### config.mk
export PLATFORM = sky130hd
export DESIGN_NAME = mem_bus_arbiter_flat
export DESIGN_NICKNAME = d
export VERILOG_FILES = /design/src/rtl/mem_bus_arbiter_if.sv /design/src/rtl/mem_bus_arbiter.sv /design/src/flat_wrapper.sv
export SDC_FILE = /design/constraint.sdc
export NUM_CORES = 1
export LEC_CHECK = 0
export ABC_AREA = 0
export CELL_PAD_IN_SITES_DETAIL_PLACEMENT = 1
export CELL_PAD_IN_SITES_GLOBAL_PLACEMENT = 2
export CORE_ASPECT_RATIO = 0.5
export CORE_UTILIZATION = 19
export DETAILED_ROUTE_END_ITERATION = 10
export PLACE_DENSITY_LB_ADDON = 0.1
export SYNTH_ARGS = -nofsm -noshare
export SYNTH_HDL_FRONTEND = slang
export SYNTH_SLANG_ARGS = --single-unit
### constraint.sdc
create_clock -name clk -period 1.49 [get_ports clk]
set_input_delay 0.447 -clock clk [delete_from_list [all_inputs] [get_ports clk]]
set_output_delay 0.447 -clock clk [all_outputs]
set_load 0.02 [all_outputs]
### src/rtl/mem_bus_arbiter_if.sv
// Requester, memory and status signals of the two-master memory bus arbiter.
// The slave modport is the arbiter's view; the master modport is the environment's view.
`timescale 1ns/1ps
interface mem_bus_arbiter_if #(
  parameter int ADDR_W = 16,
  parameter int DATA_W = 8
);
  logic              m0_req;
  logic              m0_we;
  logic [ADDR_W-1:0] m0_addr;
  logic [DATA_W-1:0] m0_wdata;
  logic              m0_gnt;
  logic              m0_done;
  logic [DATA_W-1:0] m0_rdata;

  logic              m1_req;
  logic              m1_we;
  logic [ADDR_W-1:0] m1_addr;
  logic [DATA_W-1:0] m1_wdata;
  logic              m1_gnt;
  logic              m1_done;
  logic [DATA_W-1:0] m1_rdata;

  logic              mem_en;
  logic              mem_we;
  logic [ADDR_W-1:0] mem_addr;
  logic [DATA_W-1:0] mem_wdata;
  logic [DATA_W-1:0] mem_rdata;

  logic              busy;

  modport slave (
    input  m0_req, m0_we, m0_addr, m0_wdata,
    input  m1_req, m1_we, m1_addr, m1_wdata,
    input  mem_rdata,
    output m0_gnt, m0_done, m0_rdata,
    output m1_gnt, m1_done, m1_rdata,
    output mem_en, mem_we, mem_addr, mem_wdata,
    output busy
  );

  modport master (
    output m0_req, m0_we, m0_addr, m0_wdata,
    output m1_req, m1_we, m1_addr, m1_wdata,
    output mem_rdata,
    input  m0_gnt, m0_done, m0_rdata,
    input  m1_gnt, m1_done, m1_rdata,
    input  mem_en, mem_we, mem_addr, mem_wdata,
    input  busy
  );
endinterface

### src/rtl/mem_bus_arbiter.sv
// Two-requester arbiter onto a synchronous single-port RAM: IDLE -> ACCESS -> RESP.
// Define ARB_ROUND_ROBIN_EN for alternating tie-break; default is fixed priority to requester 0.
`timescale 1ns/1ps
module mem_bus_arbiter #(
  parameter int ADDR_W = 16,
  parameter int DATA_W = 8
) (
  input  logic              clk,
  input  logic              reset,
  mem_bus_arbiter_if.slave  bus
);

  typedef enum logic [1:0] {IDLE, ACCESS, RESP} state_t;

  state_t            state;
  logic              last_owner;
  logic              owner;
  logic              lat_we;
  logic [1:0]        gnt;
  logic [1:0]        done;
  logic              mem_en_q;
  logic              mem_we_q;
  logic [ADDR_W-1:0] mem_addr_q;
  logic [DATA_W-1:0] mem_wdata_q;

  logic any_req;
  logic win;

  always_comb begin
    any_req = bus.m0_req | bus.m1_req;
    win     = 1'b0;
    if (bus.m0_req && bus.m1_req) begin
`ifdef ARB_ROUND_ROBIN_EN
      win = ~last_owner;
`else
      win = 1'b0;
`endif
    end else begin
      win = bus.m1_req;
    end
  end

`ifndef ARB_ROUND_ROBIN_EN
  logic unused_last_owner;
  assign unused_last_owner = last_owner;
`endif

  // The mem_* registers double as the latched copy of the winning request.
  always_ff @(posedge clk or negedge reset) begin
    if (!reset) begin
      state       <= IDLE;
      last_owner  <= 1'b1;
      owner       <= 1'b0;
      lat_we      <= 1'b0;
      gnt         <= '0;
      done        <= '0;
      mem_en_q    <= 1'b0;
      mem_we_q    <= 1'b0;
      mem_addr_q  <= '0;
      mem_wdata_q <= '0;
    end else begin
      case (state)
        IDLE, RESP: begin
          done <= '0;
          if (any_req) begin
            state       <= ACCESS;
            owner       <= win;
            last_owner  <= win;
            gnt         <= win ? 2'b10 : 2'b01;
            mem_en_q    <= 1'b1;
            mem_we_q    <= win ? bus.m1_we    : bus.m0_we;
            lat_we      <= win ? bus.m1_we    : bus.m0_we;
            mem_addr_q  <= win ? bus.m1_addr  : bus.m0_addr;
            mem_wdata_q <= win ? bus.m1_wdata : bus.m0_wdata;
          end else begin
            state       <= IDLE;
            gnt         <= '0;
            mem_en_q    <= 1'b0;
            mem_we_q    <= 1'b0;
            mem_addr_q  <= '0;
            mem_wdata_q <= '0;
          end
        end
        ACCESS: begin
          state       <= RESP;
          gnt         <= '0;
          done        <= owner ? 2'b10 : 2'b01;
          mem_en_q    <= 1'b0;
          mem_we_q    <= 1'b0;
          mem_addr_q  <= '0;
          mem_wdata_q <= '0;
        end
        default: begin
          state <= IDLE;
          gnt   <= '0;
          done  <= '0;
        end
      endcase
    end
  end

  // RAM data arrives in the RESP cycle, so read data is steered, not registered.
  assign bus.m0_rdata = (done[0] && !lat_we) ? bus.mem_rdata : {DATA_W{1'b0}};
  assign bus.m1_rdata = (done[1] && !lat_we) ? bus.mem_rdata : {DATA_W{1'b0}};

  assign bus.m0_gnt    = gnt[0];
  assign bus.m1_gnt    = gnt[1];
  assign bus.m0_done   = done[0];
  assign bus.m1_done   = done[1];
  assign bus.mem_en    = mem_en_q;
  assign bus.mem_we    = mem_we_q;
  assign bus.mem_addr  = mem_addr_q;
  assign bus.mem_wdata = mem_wdata_q;
  assign bus.busy      = (state != IDLE);

endmodule

### src/flat_wrapper.sv
// flat-port wrapper written by rule: the top's interface ports become plain ports
module mem_bus_arbiter_flat 
#(
  parameter int ADDR_W = 16,
  parameter int DATA_W = 8
)
  (clk, reset, bus_m0_req, bus_m0_we, bus_m0_addr, bus_m0_wdata, bus_m1_req, bus_m1_we, bus_m1_addr, bus_m1_wdata, bus_mem_rdata, bus_m0_gnt, bus_m0_done, bus_m0_rdata, bus_m1_gnt, bus_m1_done, bus_m1_rdata, bus_mem_en, bus_mem_we, bus_mem_addr, bus_mem_wdata, bus_busy);
  mem_bus_arbiter_if #(.ADDR_W(ADDR_W), .DATA_W(DATA_W)) bus_i ();
  input  logic clk;
  input  logic reset;
  input wire logic [$bits(bus_i.m0_req)-1:0] bus_m0_req;
  input wire logic [$bits(bus_i.m0_we)-1:0] bus_m0_we;
  input wire logic [$bits(bus_i.m0_addr)-1:0] bus_m0_addr;
  input wire logic [$bits(bus_i.m0_wdata)-1:0] bus_m0_wdata;
  input wire logic [$bits(bus_i.m1_req)-1:0] bus_m1_req;
  input wire logic [$bits(bus_i.m1_we)-1:0] bus_m1_we;
  input wire logic [$bits(bus_i.m1_addr)-1:0] bus_m1_addr;
  input wire logic [$bits(bus_i.m1_wdata)-1:0] bus_m1_wdata;
  input wire logic [$bits(bus_i.mem_rdata)-1:0] bus_mem_rdata;
  output wire logic [$bits(bus_i.m0_gnt)-1:0] bus_m0_gnt;
  output wire logic [$bits(bus_i.m0_done)-1:0] bus_m0_done;
  output wire logic [$bits(bus_i.m0_rdata)-1:0] bus_m0_rdata;
  output wire logic [$bits(bus_i.m1_gnt)-1:0] bus_m1_gnt;
  output wire logic [$bits(bus_i.m1_done)-1:0] bus_m1_done;
  output wire logic [$bits(bus_i.m1_rdata)-1:0] bus_m1_rdata;
  output wire logic [$bits(bus_i.mem_en)-1:0] bus_mem_en;
  output wire logic [$bits(bus_i.mem_we)-1:0] bus_mem_we;
  output wire logic [$bits(bus_i.mem_addr)-1:0] bus_mem_addr;
  output wire logic [$bits(bus_i.mem_wdata)-1:0] bus_mem_wdata;
  output wire logic [$bits(bus_i.busy)-1:0] bus_busy;
  assign bus_i.m0_req = bus_m0_req;
  assign bus_i.m0_we = bus_m0_we;
  assign bus_i.m0_addr = bus_m0_addr;
  assign bus_i.m0_wdata = bus_m0_wdata;
  assign bus_i.m1_req = bus_m1_req;
  assign bus_i.m1_we = bus_m1_we;
  assign bus_i.m1_addr = bus_m1_addr;
  assign bus_i.m1_wdata = bus_m1_wdata;
  assign bus_i.mem_rdata = bus_mem_rdata;
  assign bus_m0_gnt = bus_i.m0_gnt;
  assign bus_m0_done = bus_i.m0_done;
  assign bus_m0_rdata = bus_i.m0_rdata;
  assign bus_m1_gnt = bus_i.m1_gnt;
  assign bus_m1_done = bus_i.m1_done;
  assign bus_m1_rdata = bus_i.m1_rdata;
  assign bus_mem_en = bus_i.mem_en;
  assign bus_mem_we = bus_i.mem_we;
  assign bus_mem_addr = bus_i.mem_addr;
  assign bus_mem_wdata = bus_i.mem_wdata;
  assign bus_busy = bus_i.busy;
  mem_bus_arbiter #(.ADDR_W(ADDR_W), .DATA_W(DATA_W)) u_core (.clk(clk), .reset(reset), .bus(bus_i));
endmodule
==> reports/qor.yml <==
cts_buffers: 5
vias: 1533
tightestPinTransition_ps: 461
grt_usage_pct: 13.4
skew_ps: 4.35
firstDrtPassIters: 4
critPathMaxStageDelay_ps: 400
synthDistinctLibCells: 18
ioPinCount: 109
fin_crit_ps: 1670
placed_area_mm2: 0.00281
htree_levels: 2
die_y_um: 65.8
via_per_inst: 4.32
ys_ff_latch: 34
synth_top_family_by_area: "simple AND/OR/NAND/NOR gates"
grt_overflow_total: 0
arrival_ps: 1220
synth_cells: 128
setup_viol: 16
slowest_stage: "dfrtp_1"
rows: 22
period_share_pct: 112
wl_um: 5480
path_max_fanout: 8
finalWeightedCongestion: 0.654
synth_top_area_share_pct: 54.9
area_delta_synth_final_pct: 92.0
failed_checks: "negative setup slack"
wl_per_cell_um: 15.4
die_area_mm2: 0.00854
whs_ps: 204
fillers: 839
drtAntennaViolNets: 0
cp-end-kind: "output pin"
critPathKind: "reg -> out"
maxCapViolCount: 0
maxSlewViolCount: 0
grt_first_pass_wirelength_um: 8690
power.density_mw_per_mm2: 992
start_util_pct: 20.4
n_antenna_cell: 0
synth-simple-area-share_pct: 22.2
synthMuxAreaShare_pct: 0
path_cells: "nor2b_1 > buf_4 > and2_1 > buf_6"
clk_pin_slew_worst_paths_ps: 50
hp-class: "in -> async"
fmax_ghz: 0.599
register_area_um2: 851
status: "complete, but fails checks"
cts_tree: "done"
clkSinkCount: 34
drive_gt1_share_pct: 22.3
cts.path.max_buffers: 2
ff2ff_path_depth: 4
synth_top_cell_by_area: "dfrtp_1"
total_power_w: 0.00295
layout_setup_ws_ps: -179
antenna_found_initial: 0
grt_setup_unrepaired: "true"
synth_compound_area_share_pct: 17.6
drtIter0Drc: 57
io_buffers: 108
clk_latency_ps: 270
startpoint_type: "flip-flop"
synthesis.area_mm2: 0.00155
place_hpwl_um: 3790
crit_required_ps: 1040
core_mm2: 0.00760
die_x_um: 130
fin_nets: 308
synthAdderAreaFrac_pct: 0
synth_area_leaders: "dfrtp_1, a221o_1, and3_1"
finalHoldViolations: 0
syn_nets: 190
cts_root_buf: "clkbuf_16"
slew_headroom_pct: 69.2
drc_errors: 0
max-vdd-ir-drop_mv: 0.370
p_leak_nw: 1.49
grt_max_degree: 35
synth_xor_area_share_pct: 0
synth_seq_area_share_pct: 54.9
multi_input_area_um2: 652
synth-warning-count: 0
grt_pass1_vias: 1643
avgSynthCellArea_um2: 12.1
finish.instance_area_mm2: 0.00297
report_power, final:
part	switching, W	total (W)	internal [W]	leakage [nW]
logic	0.000404	0.000833	0.000429	0.974
clock network	0.000374	0.00104	0.000662	0.0739
registers	0.0000504	0.00108	0.00103	0.438
metrics by stage:
stage	cells	TNS, ps	worst slack [ps]	utilization (%)
2_1_floorplan	128	0	62.3	-
3_3_place_gp	346	-17550	-589	37.0
3_5_place_dp	346	-17940	-610	37.0
4_1_cts	354	-3270	-216	38.9
5_1_grt	355	-3790	-246	39.1
6_report	355	-2680	-179	39.1
Yosys cell counts:
cell type   n
nand2_1     1
nor3b_1     1
o21bai_1    2
clkbuf_1    3
buf_2       2
nor3b_4     1
a221o_1    25
and3_1     25
buf_6       3
nor2b_1     4
nand3_1     1
inv_1       3
dfrtp_1    34
or2_1       1
a211oi_1    1
nor4b_1     1
and2_1     18
buf_4       2
final timing paths:
check                                start                     end  slack [ps]
min in group clk              u_core.owner          u_core.done[1]         490
max                          u_core.lat_we         bus_m0_rdata[0]        -180
max in group asynchronous            reset          u_core.done[1]         950
max reg2reg                u_core.state[0]  u_core.bus.mem_addr[8]         110
min reg2reg                   u_core.owner          u_core.done[1]         490
min                                  reset  u_core.bus.mem_addr[6]         200
cells by family (layout without fill, tap and decap cells):
group                  Yosys count  after routing
and+or+nand+nor                 53             53
DFF                             34             34
AOI/OAI and AO/OA               28             28
buffers and inverters           13            132
critical path: cells and delay by family, from the launching register on:
family	cells	cell delay, ps
DFF	1	400
buffers and inverters	2	280
and+or+nand+nor	2	270
registers in the layout, indices dropped and copies added, names as in the netlist:
name,count
u_core.bus.mem_en,1
u_core.gnt,2
u_core.bus.mem_we,1
u_core.lat_we,1
u_core.bus.mem_addr,16
u_core.bus.mem_wdata,8
u_core.state,2
u_core.done,2
u_core.owner,1
layout make-up:
type | instances | share of cell area [%]
inverters | 3 | 0.379
well taps | 108 | 4.54
clock buffers | 7 | 4.80
repair buffers | 121 | 39.6
clock inverters | 1 | 0.168
flip-flops and latches | 34 | 28.6
multi-input cells | 81 | 21.9
per-layer routing:
layer	routed length, um	global-route usage (%)
met3	391	3.96
met5	0	0
met1	2450	16.5
met2	2610	23.1
met4	30	3.49
placed cells by master, fill, tap and decap left out:
master	instances
dfrtp_1	34
buf_12	2
nand2_1	1
buf_2	3
dlygate4sd2_1	29
nor4b_1	1
a221o_1	25
clkbuf_1	1
nor3b_1	1
nand3_1	1
and2_4	13
buf_6	18
clkbuf_8	1
o21bai_1	2
clkdlybuf4s50_1	59
nor3b_4	1
clkinv_2	1
clkbuf_16	5
a211oi_1	1
inv_1	3
or2_1	1
buf_4	10
and3_1	25
nor2b_1	3
nor2b_2	1
and2_1	5
timing repair:
action                     4_1_cts  5_1_grt
hold buffers                     0        0
setup buffers                    0        1
resized for setup              142       11
setup endpoints to repair       72       42
pin swaps                        6        7
(Power assumes the default switching activity.)
